==> src/rtl/pipe_ctrl_pkg.sv <==
// Shared pipeline definitions: controller state encoding, hold-enable and
// bubble-insert bit positions, and the common masks built from them.
package pipe_ctrl_pkg;

    localparam int unsigned REG_IDX_W = 5;
    localparam int unsigned STALL_W   = 5;
    localparam int unsigned FLUSH_W   = 2;
    localparam int unsigned WAIT_W    = 8;
    localparam int unsigned FCNT_W    = 2;
    localparam int unsigned SCNT_W    = 16;

    // Controller state, visible on state_o
    typedef enum logic [1:0] {
        ST_RUN     = 2'd0,
        ST_FLUSH   = 2'd1,
        ST_MEMWAIT = 2'd2,
        ST_ERR     = 2'd3
    } pipe_state_e;

    // Hold-enable bit positions (stall_o)
    localparam int unsigned STALL_PC    = 0;
    localparam int unsigned STALL_IFID  = 1;
    localparam int unsigned STALL_IDEX  = 2;
    localparam int unsigned STALL_EXMEM = 3;
    localparam int unsigned STALL_MEMWB = 4;

    // Bubble-insert bit positions (flush_o)
    localparam int unsigned FLUSH_IFID = 0;
    localparam int unsigned FLUSH_IDEX = 1;

    // Hold-enable masks
    localparam logic [STALL_W-1:0] STALL_NONE    = '0;
    localparam logic [STALL_W-1:0] STALL_LOADUSE =
        STALL_W'((1 << STALL_PC) | (1 << STALL_IFID));
    localparam logic [STALL_W-1:0] STALL_MEMWAIT =
        STALL_W'((1 << STALL_PC) | (1 << STALL_IFID) | (1 << STALL_IDEX) | (1 << STALL_EXMEM));
    localparam logic [STALL_W-1:0] STALL_ALL     =
        STALL_MEMWAIT | STALL_W'(1 << STALL_MEMWB);

    // Bubble-insert masks
    localparam logic [FLUSH_W-1:0] FLUSH_NONE    = '0;
    localparam logic [FLUSH_W-1:0] FLUSH_LOADUSE = FLUSH_W'(1 << FLUSH_IDEX);
    localparam logic [FLUSH_W-1:0] FLUSH_BRANCH  =
        FLUSH_W'((1 << FLUSH_IFID) | (1 << FLUSH_IDEX));

endpackage

==> src/rtl/pipe_ctrl_hazard_det.sv <==
// Load-use hazard comparator: flags an ID instruction that reads the
// register a load in EX is about to write (x0 never hazards).
module hazard_det
    import pipe_ctrl_pkg::*;
(
    input  logic [REG_IDX_W-1:0] id_rs1,
    input  logic [REG_IDX_W-1:0] id_rs2,
    input  logic                 id_use_rs1,
    input  logic                 id_use_rs2,
    input  logic [REG_IDX_W-1:0] ex_rd,
    input  logic                 ex_wreg,
    input  logic                 ex_rmem,
    output logic                 hazard
);

    // Pure combinational match of either used source against the load target
    always_comb begin
        hazard = ex_rmem && ex_wreg && (ex_rd != '0) &&
                 ((id_use_rs1 && (id_rs1 == ex_rd)) ||
                  (id_use_rs2 && (id_rs2 == ex_rd)));
    end

endmodule

==> src/rtl/pipe_ctrl.sv <==
// Pipeline hazard controller: turns memory waits, taken branches and
// load-use hazards into per-stage hold enables and bubble inserts, with a
// sticky memory-timeout error and a count of stalled cycles.
module pipe_ctrl
    import pipe_ctrl_pkg::*;
#(
    parameter int unsigned FLUSH_CYCLES = 1,
    parameter int unsigned MEM_TIMEOUT  = 15
) (
    input  logic                 clk,
    input  logic                 rst_n,
    input  logic [REG_IDX_W-1:0] id_rs1,
    input  logic [REG_IDX_W-1:0] id_rs2,
    input  logic                 id_use_rs1,
    input  logic                 id_use_rs2,
    input  logic [REG_IDX_W-1:0] ex_rd,
    input  logic                 ex_wreg,
    input  logic                 ex_rmem,
    input  logic                 ex_if_inc,
    input  logic                 mem_req,
    input  logic                 mem_ready,
    output logic [STALL_W-1:0]   stall_o,
    output logic [FLUSH_W-1:0]   flush_o,
    output logic [1:0]           state_o,
    output logic                 err_o,
    output logic [SCNT_W-1:0]    stall_cnt_o
);

    localparam logic [WAIT_W-1:0] WAIT_LIMIT  = WAIT_W'(MEM_TIMEOUT);
    localparam logic [FCNT_W-1:0] FLUSH_EXTRA = FCNT_W'(FLUSH_CYCLES - 1);

    pipe_state_e         state, state_nxt;
    logic [WAIT_W-1:0]   wait_cnt, wait_nxt;
    logic [FCNT_W-1:0]   flush_cnt, flush_nxt;
    logic                err;
    logic [SCNT_W-1:0]   stall_cnt;
    logic [STALL_W-1:0]  stall;
    logic [FLUSH_W-1:0]  flush;
    logic                load_use;
    logic                mem_wait;

    hazard_det u_hazard_det (
        .id_rs1     (id_rs1),
        .id_rs2     (id_rs2),
        .id_use_rs1 (id_use_rs1),
        .id_use_rs2 (id_use_rs2),
        .ex_rd      (ex_rd),
        .ex_wreg    (ex_wreg),
        .ex_rmem    (ex_rmem),
        .hazard     (load_use)
    );

    // A pending access that memory cannot serve this cycle
    always_comb begin
        mem_wait = mem_req && !mem_ready;
    end

    // Next-state and hold/bubble decode; memory wait outranks branch outranks load-use
    always_comb begin
        stall     = STALL_NONE;
        flush     = FLUSH_NONE;
        state_nxt = state;
        wait_nxt  = wait_cnt;
        flush_nxt = flush_cnt;

        case (state)
            ST_RUN: begin
                if (mem_wait) begin
                    stall     = STALL_MEMWAIT;
                    state_nxt = ST_MEMWAIT;
                    wait_nxt  = WAIT_W'(1);
                end else if (ex_if_inc) begin
                    flush = FLUSH_BRANCH;
                    if (FLUSH_CYCLES > 1) begin
                        state_nxt = ST_FLUSH;
                        flush_nxt = FLUSH_EXTRA;
                    end
                end else if (load_use) begin
                    stall = STALL_LOADUSE;
                    flush = FLUSH_LOADUSE;
                end
            end

            ST_FLUSH: begin
                if (mem_wait) begin
                    // Remaining flush cycles are dropped; the wait takes over
                    stall     = STALL_MEMWAIT;
                    state_nxt = ST_MEMWAIT;
                    wait_nxt  = WAIT_W'(1);
                    flush_nxt = '0;
                end else begin
                    flush     = FLUSH_BRANCH;
                    flush_nxt = flush_cnt - FCNT_W'(1);
                    if (flush_cnt <= FCNT_W'(1)) begin
                        state_nxt = ST_RUN;
                    end
                end
            end

            ST_MEMWAIT: begin
                // EX is frozen here, so branch and load-use inputs are not looked at
                if (mem_ready) begin
                    state_nxt = ST_RUN;
                    wait_nxt  = '0;
                end else begin
                    stall = STALL_MEMWAIT;
                    if (wait_cnt == WAIT_LIMIT) begin
                        state_nxt = ST_ERR;
                    end else begin
                        wait_nxt = wait_cnt + WAIT_W'(1);
                    end
                end
            end

            ST_ERR: begin
                stall = STALL_ALL;
            end

            default: begin
                state_nxt = ST_RUN;
            end
        endcase

        if (!rst_n) begin
            stall = STALL_NONE;
            flush = FLUSH_NONE;
        end
    end

    // State, counters and sticky error register with synchronous reset
    always_ff @(posedge clk) begin
        if (!rst_n) begin
            state     <= ST_RUN;
            wait_cnt  <= '0;
            flush_cnt <= '0;
            err       <= 1'b0;
            stall_cnt <= '0;
        end else begin
            state     <= state_nxt;
            wait_cnt  <= wait_nxt;
            flush_cnt <= flush_nxt;
            err       <= err || (state_nxt == ST_ERR);
            if (stall != STALL_NONE) begin
                stall_cnt <= stall_cnt + SCNT_W'(1);
            end
        end
    end

    // Output drive
    always_comb begin
        stall_o     = stall;
        flush_o     = flush;
        state_o     = state;
        err_o       = err;
        stall_cnt_o = stall_cnt;
    end

endmodule

==> config.mk <==
export PLATFORM = sky130hd
export DESIGN_NAME = pipe_ctrl
export DESIGN_NICKNAME = d
export VERILOG_FILES = /design/src/rtl/pipe_ctrl_pkg.sv /design/src/rtl/pipe_ctrl_hazard_det.sv /design/src/rtl/pipe_ctrl.sv
export SDC_FILE = /design/constraint.sdc
export NUM_CORES = 1
export LEC_CHECK = 0
export CAP_MARGIN = 40
export CORE_ASPECT_RATIO = 1.25
export CORE_MARGIN = 3
export CORE_UTILIZATION = 47
export DETAILED_ROUTE_END_ITERATION = 10
export PLACE_DENSITY = 0.79
export SLEW_MARGIN = 10
export SYNTH_ARGS = -nofsm -noshare
export SYNTH_HDL_FRONTEND = slang
export SYNTH_HIERARCHICAL = 1
export SYNTH_SLANG_ARGS = --single-unit
==> constraint.sdc <==
create_clock -name clk -period 2.25 [get_ports clk]
set_input_delay 0.225 -clock clk [delete_from_list [all_inputs] [get_ports clk]]
set_output_delay 0.225 -clock clk [all_outputs]
set_load 0.02 [all_outputs]
# [Word-level counts from Yosys, hierarchy flattened]
# Cells that the tools add are included.
[op_classes] add_sub_neg=3 mul=0 div=0 order_cmp=1 eq_ne=9 shifts=0 n_mux=24 bitwise=0 n_reduce_logical=15
[ops] op="two-way mux 2 bit" count=13
[ops] op="two-way mux 8 bit" count=3
[ops] op="one-hot mux 5 bit (4 select lines)" count=1
[ops] op="adder 16 x 1 -> 16 bit, second input constant" count=1
[ops] op="one-hot mux 8 bit (2 select lines)" count=1
[ops] op="two-way mux 4 bit" count=3
[ops] op="== test 5 bit" count=2
[ops] op="nonzero test 5 bit" count=2
[ops] op="adder 8 x 1 -> 8 bit, second input constant" count=1
[ops] op="== test 8 x 4 -> 1 bit, second input constant" count=1
[ops] op="== test 2 bit, second input constant" count=3
[ops] op="logical AND 1 bit" count=6
[ops] op="one-hot mux 2 bit (3 select lines)" count=1
[ops] op="two-way mux 5 bit" count=1
[ops] op="one-hot mux 2 bit (2 select lines)" count=1
[ops] op="inequality test 3 bit, second input constant" count=1
[ops] op="AND reduction 3 bit" count=1
[ops] op="== test 2 x 1 -> 1 bit, second input constant" count=1
[ops] op="less-or-equal comparator 2 x 1 -> 1 bit, second input constant" count=1
[ops] op="zero test 2 bit" count=1
[ops] op="logical OR 1 bit" count=2
[ops] op="inequality test 2 x 1 -> 1 bit, second input constant" count=1
[ops] op="nonzero test 2 bit" count=1
[ops] op="OR reduction 2 bit" count=1
[ops] op="2 further kinds" count=2
[word_totals] ff_bits=29 latchBits=0 mem_bits_rw=0 mem_bits_ro=0 mem_count=0

# [Logic depth before layout (Yosys ltp)]
# Gate-level depths: netlist of the first run.
[depth] word_depth=10 mapped_depth=9 mapped_depth_nobuf=8

# [Hierarchy]
# Netlist of the first run, hierarchy kept.
[by_module_without_submodules] mod="pipe_ctrl" instances=1 cells_each=174 area_each_um2=1612.8 seq_area_each_um2=580.6
[by_module_without_submodules] mod="hazard_det" instances=1 cells_each=17 area_each_um2=135.1 seq_area_each_um2=0.0

# [Worst setup path before layout of the first run]
# No wires, ideal clock.
[synth_path] path_type="input to output" start="input ex_rd[3]" end="output stall_o[1]" t_arrival_ns=1.917 t_required_ns=2.025 path_slack_ns=0.108 path_stages=8 path_buffers=2 cell_sequence="or4_1 -> o211ai_2 -> a21oi_1 -> nor3b_4 -> o311ai_2 -> buf_6 -> inv_1 -> buf_4"
[synth_via] elab_chain_len=9 word_cells_on_any_way=13 cone_classes="eq/ne: 2; mux: 5; reduce/logical: 6"
[synth_rtl] item="start: declaration" line="pipe_ctrl.sv:16" text="input logic [REG_IDX_W-1:0] ex_rd,"
[synth_rtl] item="== test 5 bit, on equally long branches" line="pipe_ctrl_hazard_det.sv:19, pipe_ctrl_hazard_det.sv:20"
[synth_rtl] item="logical AND 1 bit, on equally long branches" line="pipe_ctrl_hazard_det.sv:19, pipe_ctrl_hazard_det.sv:20"
[synth_rtl] item="logical OR 1 bit" line="pipe_ctrl_hazard_det.sv:19" text="((id_use_rs1 && (id_rs1 == ex_rd)) ||"
[synth_rtl] item="logical AND 1 bit *" line="pipe_ctrl_hazard_det.sv:18" text="hazard = ex_rmem && ex_wreg && (ex_rd != '0) &&"
[synth_rtl] item="net load_use" line="pipe_ctrl.sv:39" text="logic load_use;"
[synth_rtl] item="two-way mux 2 bit *" line="pipe_ctrl.sv:78" text="end else if (load_use) begin"
[synth_rtl] item="two-way mux 2 bit *" line="pipe_ctrl.sv:72" text="end else if (ex_if_inc) begin"
[synth_rtl] item="two-way mux 4 bit *" line="pipe_ctrl.sv:68" text="if (mem_wait) begin"
[synth_rtl] item="one-hot mux 5 bit (4 select lines) *" line="pipe_ctrl.sv:66" text="case (state)"
[synth_rtl] item="two-way mux 5 bit *" line="pipe_ctrl.sv:124" text="if (!rst_n) begin"
[synth_rtl] item="end: declaration" line="pipe_ctrl.sv:22" text="output logic [STALL_W-1:0] stall_o,"
# Mark *: on every way through the listed nets, which the timed path passes. The rest lies on a longest branch.

# [Final worst setup path of the first run]
[layout_path] start="input id_rs2[2]" end="register stall_cnt[8] (netlist: stall_cnt_o[8])"
[layout_via] elab_chain_len=10
[layout_rtl] item="start: declaration" line="pipe_ctrl.sv:13" text="input logic [REG_IDX_W-1:0] id_rs2,"
[layout_rtl] item="== test 5 bit" line="pipe_ctrl_hazard_det.sv:20" text="(id_use_rs2 && (id_rs2 == ex_rd)));"
[layout_rtl] item="logical AND 1 bit" line="pipe_ctrl_hazard_det.sv:20"
[layout_rtl] item="logical OR 1 bit" line="pipe_ctrl_hazard_det.sv:19"
[layout_rtl] item="logical AND 1 bit" line="pipe_ctrl_hazard_det.sv:18"
[layout_rtl] item="net load_use" line="pipe_ctrl.sv:39"
[layout_rtl] item="two-way mux 2 bit" line="pipe_ctrl.sv:78"
[layout_rtl] item="two-way mux 2 bit" line="pipe_ctrl.sv:72"
[layout_rtl] item="two-way mux 4 bit" line="pipe_ctrl.sv:68"
[layout_rtl] item="one-hot mux 5 bit (4 select lines)" line="pipe_ctrl.sv:66"
[layout_rtl] item="two-way mux 5 bit" line="pipe_ctrl.sv:124"
[layout_rtl] item="nonzero test 5 bit" line="pipe_ctrl.sv:143" text="if (stall != STALL_NONE) begin"
[layout_rtl] item="end signal: assignment" line="pipe_ctrl.sv:144" text="stall_cnt <= stall_cnt + SCNT_W'(1);"
[layout_rtl] item="end: declaration" line="pipe_ctrl.sv:36" text="logic [SCNT_W-1:0] stall_cnt;"
# The timed path passes the listed nets, and every way through them passes these cells.
# A chain may end at the register's enable or synchronous reset.

==> metrics.txt, run 1 <==
post-synthesis instance total=between 150 and 200; worst hold path type=register to register; First DRT Iteration DRCs=83; type of destination of the critical path=register; critical path arrival=2.31 ns; launch instance of the worst register-to-register path=stall_cnt_o[3]$_SDFFE_PN0P_; status=finished, final reports clean; switching power summed over all nets=0.316 mW; total placed cells including tap cells=279; Worst Tran Pin Value=around 0.6 ns; combinational group share of total power=0.157; Final setup viols=0; reported leakage power=roughly 0.94 nW; final slew viol count=0; startpoint of the worst hold path=stall_cnt_o[15]$_SDFFE_PN0P_; number of global-route vias before repair=roughly 1600; CP required=between 2 and 2.5 ns; share of post-route cells with drive strength above 1=0.218; Pwr Density=approximately 470 mW/mm^2; sum of routed wire length over all layers=~4300 um; synthesis-to-layout area growth=39.3%; Die Height=~74 um; netlist area before placement=about 0.0017 sq mm; part of the power in registers=0.468; H-tree level count=2; peak supply drop=345 uV; Post-synth ARST share=0; clock root buffer master=clkbuf_8; TritonCTS clock tree=yes; Switching Share=0.278; Initial Util=0.493; Avg Cell Area, Syn=around 9.2 sq um; All-Layer GR Usage=0.207; top cells by area, synth=dfxtp_1 (33%), xor2_1 (6.0%), o31ai_1 (5.6%); number of buffers on the longest clock path=2; total count of hold-check failures in the final report=0; first-pass GRT wire length=roughly 7000 um; register clock-pin slew on the reported worst setup and hold paths=around 0.07 ns; area of the die=0.00449 sq mm; path type of the worst setup path=input port to register; detailed placer's ending HPWL=~3100 um; post-synth cell types=a little over 50; most frequent cell after synthesis=dfxtp_1; number of synthesized flops with an enable pin=0; Vias per Instance=about 5.8; Std-Cell Core Area=about 0.0035 sq mm; fraction of power consumed by the clock network=0.375; crit path time final=2.07 ns; placement row count=24; Worst Path Max Fanout=8; Rel. slew slack=0.609; # clock sinks=29; post-route ant nets=0; Skew-Pair Late Insertion Delay=between 0.2 and 0.3 ns; RSZ-0062 raised after global routing=false; Synth Net Count=218; list of most frequent post-synthesis cells=dfxtp_1 (29), nor2_1 (14), a21oi_1 (13), o31ai_1 (13), xor2_1 (12); post-synthesis cell type with the largest combined area=dfxtp_1; dominant synthesized flop cell=dfxtp_1; count of state elements after synthesis=29; number of remaining DRC errors=0; setup tns final=0 ns; Overflow after GRT=0; initial antenna violation count=0; wire per inst=between 10 and 15 um; CTS buffer count=5; count of synthesis-stage warnings from yosys=6; achievable clock frequency=482 MHz; Post-Route Skew=around 0.0076 ns; Cell Count, Final, Fillers Out=291; Hold-fix buffers, CTS=0; fin crit share=0.922; number of buffers inserted by port buffering=between 40 and 50; reported max-cap violation count=0; first element of the critical path=id_rs2[2]; CP Launch Type=input port; Final GP Congestion=0.796; Seq/Total Area, Yosys=0.332; ANT cells=0; number of optimization iterations in the first detailed-route pass=4; largest net degree at the start of global routing=17; share of the synthesized area in the top cell type=0.332; number of placed I/O pins=50; Cell Int Power=approximately 0.82 mW; Die X-Extent=60.5 um; net count of the finished layout=278; Total Power=between 1 and 1.5 mW; number of vias after detailed routing=between 1500 and 2000
per-layer routing:
layer | share of wire | up-vias | GRT usage | wire length, um
met5 | 0 | - | 0 | 0
met4 | 0.018 | 0 | 0.0819 | 76
met3 | 0.048 | 7 | 0.0694 | 206
met2 | 0.51 | 42 | 0.364 | 2230
met1 | 0.42 | 791 | 0.224 | 1820
li1 | - | 847 | - | -
power by group through the flow:
stage                     Clock, mW  Combinational (mW)  Sequential, mW
final                         0.426               0.178           0.532
after global routing          0.453               0.193           0.533
after global placement            0               0.176           0.542
after CTS                     0.431               0.179           0.532
after detailed placement          0               0.179           0.543
after floorplan                   0              0.0888           0.543
what timing repair did:
item,CTS,global route
endpoints found under the hold margin,0,0
gates resized for setup,26,28
buffers inserted,3,1
setup endpoints to repair,18,17
pin swaps,12,15
logic make-up (layout without fill, tap and decap cells):
| logic type | Yosys count | after routing | synth area share |
|---|---|---|---|
| AND/OR/NAND/NOR | 74 | 74 | 0.273 |
| AO/OA/AOI/OAI | 48 | 48 | 0.211 |
| flip-flops | 29 | 29 | 0.332 |
| buffers and inverters | 20 | 81 | 0.0752 |
| XOR/XNOR | 15 | 15 | 0.0752 |
| adder cells (fa/ha/maj) | 3 | 3 | 0.0215 |
| multiplexers | 2 | 2 | 0.0115 |
registers in the layout, indices dropped and copies added, names as in the netlist:
name,cells
stall_cnt_o,16
flush_cnt,2
err_o,1
wait_cnt,8
state_o,2
cell usage in the layout (no fill, tap or decap), types with 4 or more instances in the layout:
cell	instances
clkdlybuf4s50_1	31
dfxtp_1	28
nor2_1	14
buf_4	14
o31ai_1	12
xor2_1	12
nand3_1	10
inv_1	8
a21oi_1	8
nand2_1	7
or4_1	6
a21oi_2	5
clkbuf_8	5
clkbuf_2	5
dlymetal6s2s_1	5
nor4_1	4
or4_4	4
o311ai_1	4
o211ai_1	4
and4_1	4
critical path: stages:
cell and delay (ns):
clkdlybuf4s50_1 0.47, xnor2_1 0.13, nand3_1 0.11, a21oi_2 0.16
nor3b_4 0.28, buf_6 0.15, o311ai_4 0.11, or4b_4 0.54
a21oi_2 0.12
area by class of cell:
type	count	area [sq um]
clock buffers	6	72.6
clock inverters	2	10.0
fillers	296	1110
inverters	8	30.0
multi-input cells	142	1100
flip-flops and latches	29	582
well taps	39	48.8
repair buffers	65	592
worst paths after layout:
kind | end | slack (ns) | cells past startpoint
max | stall_cnt_o[8]$_SDFFE_PN0P_ | 0.18 | 9
min | stall_cnt_o[15]$_SDFFE_PN0P_ | 0.48 | 2
max reg2reg | stall_cnt_o[9]$_SDFFE_PN0P_ | 0.45 | 4
min reg2reg | stall_cnt_o[15]$_SDFFE_PN0P_ | 0.48 | 2
metrics by stage:
stage          worst slack (ns)   util  instance area [sq um]  hold slack (ns)
2_1_floorplan             0.108      -                   1750            0.375
3_3_place_gp             -0.525  0.642                   2280            0.461
3_5_place_dp             -0.581  0.642                   2280            0.466
4_1_cts                 0.00153  0.676                   2390            0.481
5_1_grt                  0.0170  0.687                   2430            0.496
6_report                  0.175  0.687                   2430            0.479
No activity file was read; power rests on OpenSTA's default activity.
==> run 2, diff against run 1 <==
--- a/config.mk
+++ b/config.mk
@@ -9,8 +9,10 @@
 export CORE_ASPECT_RATIO = 1.25
 export CORE_MARGIN = 3
 export CORE_UTILIZATION = 47
+export CTS_CLUSTER_DIAMETER = 150
 export DETAILED_ROUTE_END_ITERATION = 10
-export PLACE_DENSITY = 0.79
+export PLACE_DENSITY = 0.81
+export RECOVER_POWER = 25
 export SLEW_MARGIN = 10
 export SYNTH_ARGS = -nofsm -noshare
 export SYNTH_HDL_FRONTEND = slang
==> run 2 against run 1 <==
Compared with the run above: fmax down 4.7%; core utilization up 0.35 points; combinational power up 4%; die area unchanged; clock-buffer cell count up 1; first-iteration DRC count down 47%; global-route usage up 0.93 points; register-to-register slack about the same; clock skew about the same; critical path depth down 4; worst setup slack worse by 0.10 ns; largest power group is now the clock network.
==> metrics.txt, run 2 (synthesized netlist as in run 1, its figures left out) <==
placement row count=24; number of global-route vias before repair=between 1500 and 2000; Worst Hold Depth=2; net count of the finished layout=282; sum of routed wire length over all layers=between 4000 and 5000 um; initial antenna violation count=0; number of vias after detailed routing=1749; detailed placer's ending HPWL=3140 um; slowest stage delay, CP=0.68 ns; first-pass GRT wire length=7380 um; total placed cells including tap cells=~280; Critical Path Stages=5; Crit-path slowest cell=clkdlybuf4s50_1; post-route ant nets=0; flip-flop count of the largest register after layout=16; path type of the worst setup path=input port to primary output; wire per inst=~14 um; Hold-fix buffers, CTS=0; Pwr Density=approximately 520 mW/mm^2; number of optimization iterations in the first detailed-route pass=4; Reg2Reg Depth=5; reported leakage power=between 0.9 and 1 nW; register clock-pin slew on the reported worst setup and hold paths=0.07 ns; Vias per Instance=approximately 6; number of buffers inserted by port buffering=49; worst slack at placement=-0.550 ns; RSZ-0062 raised after global routing=false; CP required=roughly 2 ns; clock root buffer master=clkbuf_8; Final GP Congestion=0.774; H-tree level count=2; Overflow after GRT=0; Most Frequent Cell on Critical Path=clkdlybuf4s50_1; most used cells in the layout excluding fill and tap cells=dfxtp_1 (29), clkdlybuf4s50_1 (27), buf_4 (18), nor2_1 (14), o31ai_1 (13); Rel. slew slack=0.634; ANT cells=0; number of placed I/O pins=50; CTS buffer count=5; cell area after placement=0.00231 sq mm; Die X-Extent=just over 60 um; Switching Share=0.242; synthesis-to-layout area growth=40.0%; Cell Count, Final, Fillers Out=295; Initial Util=0.493; Setup WS post-layout=0.0739 ns; TritonCTS clock tree=yes; combinational group share of total power=0.145; area of the die=0.00449 sq mm; Total Power=1.28 mW; part of the power in registers=0.414; All-Layer GR Usage=0.216; Std-Cell Core Area=0.00354 sq mm; Worst Tran Pin Value=~0.55 ns; switching power summed over all nets=~0.31 mW; number of remaining DRC errors=0; critical-path cell list=clkdlybuf4s50_1, nor2b_2, buf_4, nor4_1, clkdlybuf4s50_1; achievable clock frequency=460 MHz; worst hold path type=register to register; number of buffers on the longest clock path=2; type of destination of the critical path=primary output; reported max-cap violation count=0; CP Launch Type=input port; Post-Route Skew=~0.0081 ns; Final setup viols=0; fill cell instance count of the final layout=285; Die Height=74.2 um; register area=581 sq um; final worst hold slack=approximately 0.47 ns; Cell Int Power=between 0.9 and 1 mW; most common library cell in the layout ignoring fill and taps=dfxtp_1; Worst Path Max Fanout=5; cell family contributing the most delay on the critical path=buffers and inverters; multi-input logic area=0.00108 sq mm; final slew viol count=0; fraction of power consumed by the clock network=0.442; critical path arrival=between 1.5 and 2 ns; fin crit share=0.967; peak supply drop=around 340 uV; Skew-Pair Late Insertion Delay=~0.29 ns; total count of hold-check failures in the final report=0; share of post-route cells with drive strength above 1=0.223; largest net degree at the start of global routing=17; crit path time final=about 2.2 ns; Bufs and invs on worst path=3; status=finished, final reports clean; First DRT Iteration DRCs=44; cell area after layout=about 0.0024 sq mm; # clock sinks=29
-- run 2: power groups by stage --
stage	combinational [mW]	clock (mW)	sequential [mW]
2_1_floorplan	0.0888	0	0.543
3_3_place_gp	0.185	0	0.540
3_5_place_dp	0.188	0	0.540
4_1_cts	0.185	0.576	0.530
5_1_grt	0.202	0.596	0.531
6_report	0.185	0.566	0.530
-- run 2: layout make-up --
cell class	instances	share of cell area
repair buffers	69	0.241
flip-flops and latches	29	0.237
multi-input cells	142	0.442
clock inverters	1	0.0123
clock buffers	7	0.0353
inverters	8	0.0123
well taps	39	0.0199
-- run 2: path summary, 6_finish.rpt --
kind                                              startpoint                      endpoint  slack, ns
worst max register to register         state_o[1]$_SDFF_PN0_      wait_cnt[4]$_SDFFE_PN0P_       0.45
worst min register to register  stall_cnt_o[15]$_SDFFE_PN0P_  stall_cnt_o[15]$_SDFFE_PN0P_       0.47
worst max-delay path                                 mem_req                    flush_o[0]       0.07
worst min-delay path            stall_cnt_o[15]$_SDFFE_PN0P_  stall_cnt_o[15]$_SDFFE_PN0P_       0.47
-- run 2: routing by layer --
layer,vias to the layer above,wire length (um),part of all wire,global-route usage
met5,-,0,0,0
met4,0,138,0.032,0.111
met3,13,255,0.060,0.0608
met2,61,2170,0.51,0.369
met1,819,1700,0.40,0.241
li1,856,-,-,-
-- run 2: through the flow --
step / utilization / TNS, ns
global route: 0.691 / 0
CTS: 0.694 / 0
global placement: 0.653 / -8.10
detailed placement: 0.653 / -8.73
floorplan: - / 0
finish: 0.691 / 0
-- run 2: what timing repair did --
action                     CTS  global route
gates resized for setup     37            19
setup buffers                2             0
pin swaps                   21            12
gates cloned                 1             0
setup endpoints to repair   19            16
-- run 2: worst min-delay path, cell delays in order, from the launching register on --
cell	delay, ns
dfxtp_1	0.32
nand2_1	0.05
mux2i_1	0.05
